## config.mk

```make
export PLATFORM = sky130hd
export DESIGN_NAME = matrix_add_seq
export DESIGN_NICKNAME = d
export VERILOG_FILES = /design/src/rtl/matrix_add_seq.sv
export SDC_FILE = /design/constraint.sdc
export NUM_CORES = 1
export LEC_CHECK = 0
export CAP_MARGIN = 20
export CORE_MARGIN = 1
export CORE_UTILIZATION = 45
export DETAILED_ROUTE_END_ITERATION = 10
export PLACE_DENSITY_LB_ADDON = 0.05
export SYNTH_ARGS = -nofsm -noshare
export SYNTH_HDL_FRONTEND = slang
export SYNTH_SLANG_ARGS = --single-unit
```

## constraint.sdc

```tcl
create_clock -name clk -period 7.66 [get_ports clk]
set_clock_uncertainty 0.1 [all_clocks]
set_input_delay 1.532 -clock clk [delete_from_list [all_inputs] [get_ports clk]]
set_output_delay 1.532 -clock clk [all_outputs]
set_load 0.05 [all_outputs]
```

## src/rtl/matrix_add_seq.sv

```systemverilog
// Time-multiplexed matrix adder: streams N operand pairs through one shared W-bit adder
// and packs the sums into an N*W-bit word (pair 0 in the MSB slice). Optional: MATRIX_ADD_SAT_EN.
module matrix_add_seq #(
    parameter int W = 16,
    parameter int N = 8
) (
    input  logic                     clk,
    input  logic                     rst,
    input  logic                     clr,
    input  logic                     in_valid,
    output logic                     in_ready,
    input  logic [W-1:0]             in_a,
    input  logic [W-1:0]             in_b,
    output logic                     out_valid,
    input  logic                     out_ready,
    output logic [N*W-1:0]           out,
`ifdef MATRIX_ADD_SAT_EN
    output logic                     sat_flag,
`endif
    output logic                     busy,
    output logic [$clog2(N+1)-1:0]   pair_cnt
);

    localparam int CW = $clog2(N+1);

    typedef enum logic [1:0] {
        IDLE,
        LOAD,
        DONE
    } state_e;

    state_e         state_q;
    logic [CW-1:0]  cnt_q;
    logic [N*W-1:0] out_q;
    logic [W-1:0]   sum_d;
    logic           xfer;
    logic           last;

    assign xfer = in_valid && in_ready;
    assign last = (cnt_q == CW'(N - 1));

`ifdef MATRIX_ADD_SAT_EN
    logic [W:0] wide_sum;
    logic       sat_d;
    logic       sat_q;

    // NOTE: every always_comb output gets a value on every path, so no latch is inferred.
    always_comb begin
        wide_sum = {1'b0, in_a} + {1'b0, in_b};
        sat_d    = wide_sum[W];
        sum_d    = sat_d ? {W{1'b1}} : wide_sum[W-1:0];
    end

    assign sat_flag = sat_q;
`else
    assign sum_d = in_a + in_b;
`endif

    // NOTE: state lives in one always_ff using non-blocking assignments only.
    always_ff @(posedge clk) begin
        if (rst) begin
            state_q <= IDLE;
            cnt_q   <= '0;
            // NOTE: the result word is reset as well because it is visible on out and must read 0.
            out_q   <= '0;
`ifdef MATRIX_ADD_SAT_EN
            sat_q   <= 1'b0;
`endif
        end else if (clr) begin
            // Flush drops the partial word but leaves the previously written slices alone.
            state_q <= IDLE;
            cnt_q   <= '0;
`ifdef MATRIX_ADD_SAT_EN
            sat_q   <= 1'b0;
`endif
        end else begin
            case (state_q)
                IDLE, LOAD: begin
                    if (xfer) begin
                        for (int k = 0; k < N; k++) begin
                            if (cnt_q == CW'(k)) begin
                                out_q[(N-k)*W-1 -: W] <= sum_d;
                            end
                        end
                        cnt_q   <= cnt_q + 1'b1;
                        state_q <= last ? DONE : LOAD;
`ifdef MATRIX_ADD_SAT_EN
                        sat_q   <= (state_q == IDLE) ? sat_d : (sat_q | sat_d);
`endif
                    end
                end
                DONE: begin
                    if (out_ready) begin
                        state_q <= IDLE;
                        cnt_q   <= '0;
                    end
                end
                default: begin
                    state_q <= IDLE;
                    cnt_q   <= '0;
                end
            endcase
        end
    end

    // Handshake and status flags decode straight from the state register.
    assign in_ready  = (state_q != DONE);
    assign out_valid = (state_q == DONE);
    assign busy      = (state_q != IDLE);
    assign out       = out_q;
    assign pair_cnt  = cnt_q;

endmodule

```

==> results of run 1 <==
area by class of cell:
class	count	area (um2)	share of cell area [%]
Tap cell	172	215	2.64
Sequential cell	134	2680	32.9
Clock buffer	22	484	5.94
Timing Repair Buffer	173	1720	21.2
Clock inverter	10	169	2.07
Multi-Input combinational cell	485	2850	35.0
Inverter	7	26.3	0.322
cells in the mapped netlist, drive strengths merged (2+ instances only):
cell and number:
dfxtp 134, nand2 117, nor2 94, a211oi 58, a21oi 58, buf 33
clkbuf 26, o21ai 21, ha 19, a31oi 18, nor3b 18, a21o 12
and2 9, nand3b 9, xnor2 9, o311ai 8, inv 7, nor3 4
xor2 4, nand3 3, o211ai 3, nand2b 2, nand4 2, o21bai 2
o31ai 2, or2 2
sequential cells by signal (all words and copies together), names as in the netlist:
| name | cells |
|---|---|
| out | 128 |
| pair_cnt | 4 |
| state_q | 2 |
logic make-up after synthesis:
family	synth area share, %
compound gates	22.2
mux	0.236
xor+xnor	2.34
flops	46.0
simple gates	19.7
buf+inv	5.05
fa+ha+maj	4.42
critical path, cell delays in order:
cell	delay, ns
clkdlybuf4s50_1	0.40
ha_1	0.24
fa_1	0.43
a21oi_1	0.26
o22ai_2	0.15
o211ai_4	0.27
nand3_1	0.12
a21oi_1	0.55
a21o_1	0.18
per-layer routing:
layer	track usage [%]	share of wire (%)	vias to the layer above
met4	8.72	1.6	0
met1	31.9	46	2461
met3	5.39	5.9	14
met2	38.8	46	170
li1	-	-	2648
met5	0	0	-
path summary, 6_finish.rpt:
kind	start	cells past startpoint	slack, ns	endpoint
worst min-delay path	out[112]	2	0.35	out[112]
worst max-delay path	in_a[0]	9	3.78	out[104]
worst max register to register	state_q[1]	6	5.33	out[126]
worst min register to register	out[112]	2	0.35	out[112]
per-stage QoR:
step	power (W)	hold slack [ns]	cells	setup WS, ns
after detailed placement	0.000964	0.348	971	3.39
after global routing	0.00189	0.372	1003	3.60
after CTS	0.00185	0.356	1003	3.81
after floorplan	0.000883	0.437	685	4.16
after global placement	0.000959	0.343	970	3.50
final	0.00184	0.355	1003	3.78
power by group:
group,switching [W],leakage [nW],total (W),internal (W)
Combinational,0.000163,1.43,0.000241,0.0000777
Clock,0.000303,0.309,0.000885,0.000581
Sequential,0.00000533,1.08,0.000712,0.000706
Total,0.000471,2.82,0.00184,0.00137
==> results.toml, run 1 <==
[run_status]
outcome = "finished clean"

[critical_path]
end_kind = "register"
critPathLaunchType = "input port"
required_ns = 7.91
worst-setup-path-type = "input port to register"
cp_max_fo = 8
cp.arrival_ns = 4.13

[detailed_routing]
wl_per_cell_um = 16.1
num_vias = 5293
routed_wl_um = 16100
drt.antenna.violating_nets = 0
drt_iter0_drc = 380
viasPerCell = 5.28
drc = 0
first_pass_iters = 5

[cts]
htree_levels = 4
post_cts_buffers = 0
clk_pin_slew_ns = 0.06
root_buffer = "clkbuf_16"
clockBufferDepth = 2
numClockSinks = 134
cts_resized = 0
cts_tree = "yes"
numCtsBuffers = 17
hold_buffers = 0
clkLatencyLatePin_ns = 0.41

[synthesis]
synth-edff-count = 0
yosysUniqueCellTypes = 50
synth-seq-cells = 134
synthArstFlopShare_pct = 0
synth_top_area_cell = "dfxtp_1"
yosysSeqAreaShare_pct = 46.0
synth.top_cell.area_share_pct = 46.0
syn_inst = 685
ys.warnings.count = 0
synthesis.area_um2 = 5830
synth_fp_nets = 742
syn_area_per_cell_um2 = 8.50
synth-main-ff-cell = "dfxtp_1"
netlist_top_cells_area = "dfxtp_1 (46%), nand2_1 (7.5%), a211oi_1 (7.3%), nor2_1 (6.0%), a21oi_1 (4.9%)"

[layout]
num-nets-final = 875
fin_util_pct = 64.6
layout_common_cells = "clkdlybuf4s50_1 (170), dfxtp_1 (134), nand2_1 (116)"
antenna_cells = 0
final_common_cell = "clkdlybuf4s50_1"
drive_gt1_share_pct = 6.38
area_growth_pct = 39.9
fillers = 1108
post-route-cell-area_um2 = 8150

[floorplan]
dieArea_um2 = 13400
die_y_um = 116
die_width_um = 116
start_util_pct = 46.2
io-pin-count = 172
row_count = 41
design.core.area_um2 = 12600

[sta]
finalHoldViolations = 0
worst_pin_slew_ns = 1.12
maxSlewHeadroom_pct = 24.6
rsz0062_at_grt = "false"
fmax_ghz = 0.258
period_share_pct = 50.6
setup_viol = 0
finalSetupTns_ns = 0
drv_slew = 0
min_period_ns = 3.88

[power_and_ir_drop]
peakVddDrop_mv = 0.103
p_leak_nw = 2.82
power_density_nw_per_um2 = 225

[global_routing]
grt_pass1_vias = 4789
grt_max_degree = 104
track_usage_pct = 24.2
grt_antenna_before_repair = 0
grt_pass1_wl_um = 24700
overflow = 0

[placement]
dpl.hpwl_um = 11500
placement.io_buffers = 171
gp_congestion = 0.878
post_dp_cell_area_um2 = 7500

[run]
maxCapViolCount = 0

[hold_path]
hp-class = "register to register"
No activity file was read; power rests on OpenSTA's default activity.
==> inputs of run 2 (changes only) <==
==> constraint.sdc (replaced) <==
create_clock -name clk -period 3.76 [get_ports clk]
set_clock_uncertainty 0.1 [all_clocks]
set_input_delay 0.752 -clock clk [delete_from_list [all_inputs] [get_ports clk]]
set_output_delay 0.752 -clock clk [all_outputs]
set_load 0.05 [all_outputs]
==> results.toml, run 2 (synthesis results as in run 1) <==
[sta]
finalHoldViolations = 0
finalSetupTns_ns = 0
rsz0062_at_grt = "false"
min_period_ns = 3.05
period_share_pct = 81.2
maxSlewHeadroom_pct = 25.4
setup_viol = 0
worst_pin_slew_ns = 1.11
drv_slew = 0
fmax_ghz = 0.328

[layout]
largest_reg_flops = 128
final_common_cell = "clkdlybuf4s50_1"
drive_gt1_share_pct = 7.47
area_growth_pct = 41.4
layout_common_cells = "clkdlybuf4s50_1 (170), dfxtp_1 (134), nand2_1 (116)"
num-nets-final = 887
fillers = 1112
antenna_cells = 0

[cts]
root_buffer = "clkbuf_16"
numClockSinks = 134
htree_levels = 4
hold_buffers = 0
clk_pin_slew_ns = 0.05
clkLatencyLatePin_ns = 0.42
numCtsBuffers = 17
clockBufferDepth = 2
cts_tree = "yes"
post_cts_buffers = 0
cts_resized = 0

[global_routing]
grt_pass1_wl_um = 25800
grt_antenna_before_repair = 0
grt_max_degree = 86
grt_pass1_vias = 5053
overflow = 0
track_usage_pct = 25.3

[detailed_routing]
routed_wl_um = 16300
num_vias = 5356
viasPerCell = 5.28
wl_per_cell_um = 16.0
first_pass_iters = 5
drc = 0
drt.antenna.violating_nets = 0
drt_iter0_drc = 299

[critical_path]
cp_cell_sequence = "clkdlybuf4s50_1 -> ha_1 -> fa_1 -> a21oi_1 -> o22ai_2 -> o211ai_4 -> nand3_1 -> a21oi_1 -> a21o_1"
worst-path-buf-inv = 1
critical-path-max-stage-delay_ns = 0.54
cp.arrival_ns = 3.31
worst-setup-path-type = "input port to register"
required_ns = 4.02
end_kind = "register"
critPathLaunchType = "input port"
cp_slowest_cell = "a21oi_1"
path_delay_family = "compound AO/OA/AOI/OAI gates"
cp_max_fo = 8
crit_top_cell = "a21oi_1"

[floorplan]
start_util_pct = 46.2
design.core.area_um2 = 12600
die_width_um = 116
io-pin-count = 172
row_count = 41
die_y_um = 116
dieArea_um2 = 13400

[power_and_ir_drop]
power_w = 0.00372
power_density_nw_per_um2 = 452
peakVddDrop_mv = 0.315
p_leak_nw = 2.89

[placement]
placement.io_buffers = 171
gp_congestion = 0.876
dpl.hpwl_um = 11700

[run]
maxCapViolCount = 0

[hold_path]
hp-class = "register to register"

[run_status]
outcome = "finished clean"
[run 2: layout make-up]
| class | count | area (um2) | share of cell area (%) |
|---|---|---|---|
| inverter | 7 | 26.3 | 0.319 |
| timing repair buffer | 185 | 1830 | 22.2 |
| clock buffer | 24 | 492 | 5.97 |
| clock inverter | 8 | 144 | 1.75 |
| tap | 172 | 215 | 2.61 |
| sequential | 134 | 2680 | 32.6 |
| multi-input combinational | 485 | 2850 | 34.6 |
[run 2: path summary, 6_finish.rpt]
path | from | endpoint | slack, ns | depth (start not counted)
max reg2reg | state_q[1] | out[75] | 1.59 | 6
min reg2reg | out[0] | out[0] | 0.35 | 2
min | out[0] | out[0] | 0.35 | 2
max | in_a[0] | out[104] | 0.71 | 9
[run 2: per-layer routing]
metal  global-route usage, %  up-vias  part of all wire, %
met2                    42.3      172                   48
met3                    5.96       19                  5.5
li1                        -     2670                    -
met1                    32.3     2495                   45
met5                       0        -                    0
met4                    7.95        0                  1.2
[run 2: tightest hold or removal path: stages (launching register included)]
cell and delay (ns):
dfxtp_1 0.30, nand2_1 0.05, a21oi_1 0.05
[run 2: report_power, final]
part / leakage, nW / internal (W) / switching, W
Combinational: 1.50 / 0.000172 / 0.000332
Clock: 0.314 / 0.00118 / 0.000589
Sequential: 1.08 / 0.00144 / 0.0000111
[run 2: metrics by stage]
stage          util (%)  std cells  instance area (um2)  setup slack, ns  hold slack [ns]
2_1_floorplan         -        685                 5830             1.04            0.437
3_3_place_gp       60.2        983                 7600            0.371            0.343
6_report           65.3       1015                 8240            0.708            0.353
5_1_grt            65.3       1015                 8240            0.450            0.375
3_5_place_dp       60.2        983                 7600            0.293            0.348
4_1_cts            65.3       1015                 8240            0.711            0.353
==> inputs of run 3 (changes only) <==
--- a/config.mk
+++ b/config.mk
@@ -7,7 +7,7 @@
 export LEC_CHECK = 0
 export CAP_MARGIN = 20
 export CORE_MARGIN = 1
-export CORE_UTILIZATION = 45
+export CORE_UTILIZATION = 43
 export DETAILED_ROUTE_END_ITERATION = 10
 export PLACE_DENSITY_LB_ADDON = 0.05
 export SYNTH_ARGS = -nofsm -noshare
==> constraint.sdc (replaced) <==
create_clock -name clk -period 2.74 [get_ports clk]
set_clock_uncertainty 0.1 [all_clocks]
set_input_delay 0.548 -clock clk [delete_from_list [all_inputs] [get_ports clk]]
set_output_delay 0.548 -clock clk [all_outputs]
set_load 0.05 [all_outputs]
==> results.toml, run 3 (synthesis results as in run 1) <==
[run_status]
outcome = "finished clean"

[run]
maxCapViolCount = 0

[detailed_routing]
drt_iter0_drc = 377
routed_wl_um = 17800
viasPerCell = 5.27
num_vias = 5685
drc = 0
wl_per_cell_um = 16.5
drt.antenna.violating_nets = 0
first_pass_iters = 5

[floorplan]
row_count = 42
io-pin-count = 172
die_y_um = 118
dieArea_um2 = 14000
die_width_um = 118
start_util_pct = 44.0
design.core.area_um2 = 13200

[global_routing]
grt_pass1_vias = 5516
track_usage_pct = 26.1
grt_max_degree = 73
overflow = 0
grt_pass1_wl_um = 28500
grt_antenna_before_repair = 0

[hold_path]
hp-class = "register to register"

[layout]
multi_input_area_um2 = 2870
num-nets-final = 948
largest_reg_flops = 128
seqCellArea_um2 = 2680
fillers = 1092
final_common_cell = "clkdlybuf4s50_1"
drive_gt1_share_pct = 14.2
layout_common_cells = "clkdlybuf4s50_1 (170), dfxtp_1 (134), nand2_1 (116)"
fin_util_pct = 66.3
antenna_cells = 0
final_cells = 1079
area_growth_pct = 50.6

[sta]
min_period_ns = 2.67
maxSlewHeadroom_pct = 45.3
fin_ws_ns = 0.0696
whs_ns = 0.357
period_share_pct = 97.5
fmax_ghz = 0.374
finalHoldViolations = 0
drv_slew = 0
setup_viol = 0
worst_pin_slew_ns = 0.814

[cts]
clk_pin_slew_ns = 0.06
cts_tree = "yes"
numClockSinks = 134
hold_buffers = 0
root_buffer = "clkbuf_16"
clkLatencyLatePin_ns = 0.41
htree_levels = 4
clockBufferDepth = 2
numCtsBuffers = 17

[critical_path]
worst-setup-path-type = "input port to register"
end_kind = "register"
reg2reg_slack_ns = 0.81
critPathLaunchType = "input port"
cp_max_fo = 8
cp.arrival_ns = 2.87
required_ns = 2.94

[placement]
post-place-ws_ns = -0.466
gp_congestion = 0.940
dpl.hpwl_um = 13000
placement.io_buffers = 171
dp.cells = 1044

[power_and_ir_drop]
power_w = 0.00522
peakVddDrop_mv = 0.367
power_density_nw_per_um2 = 595
p_leak_nw = 3.19
## run 3: cell count changes in the layout (fill, tap and decap cells not counted), moves of 2 or more
cell / before / now
clkbuf_1: 3 / 1
clkbuf_8: 4 / 0
buf_4: 14 / 70
inv_6: 0 / 3
clkinv_2: 3 / 1
a21oi_1: 57 / 55
a21oi_2: 1 / 3
clkinvlp_4: 0 / 2
buf_12: 1 / 6
## run 3: layer usage
layer	global-route usage, %	part of all wire (%)	up-vias
met5	0	0	-
met4	9.41	2.2	0
met3	4.97	4.6	32
met2	43.8	48	193
met1	33.2	45	2669
li1	-	-	2791
## run 3: cell type report
type / instances / share of cell area, %
clock inverter: 13 / 2.22
inverter: 7 / 0.299
sequential: 134 / 30.6
multi-input combinational: 485 / 32.7
tap: 176 / 2.51
clock buffer: 18 / 4.89
timing repair buffer: 246 / 26.8
## run 3: metrics by stage
stage                     setup TNS [ns]  area, um2
after floorplan                        0       5830
after global placement            -18.28       8100
after detailed placement          -21.64       8100
after CTS                              0       8750
after global routing             -0.0110       8770
final                                  0       8770
## run 3: path summary, 6_finish.rpt
check	cells past startpoint	from	to
max	11	in_a[0]	out[30]
min reg2reg	2	out[48]	out[48]
min	2	out[48]	out[48]
max reg2reg	6	state_q[1]	out[119]
## run 3: timing repair
item                       4_1_cts  5_1_grt
pin swaps                        1        2
buffers inserted                 2        2
setup endpoints to repair       12       31
resized for setup                1        3
## run 3: critical path, cell delays in order
cell and delay (ns):
clkdlybuf4s50_1 0.42, ha_1 0.24, fa_1 0.40, a21oi_2 0.18, o22ai_2 0.11, o211ai_4 0.27, buf_4 0.17, a2111oi_4 0.06
mux2i_2 0.18, buf_4 0.19, o21ai_1 0.09
## run 3: where the power goes
group	total [W]	switching [W]	internal [W]
clock network	0.00241	0.000875	0.00153
logic	0.000826	0.000490	0.000336
registers	0.00199	0.0000157	0.00197
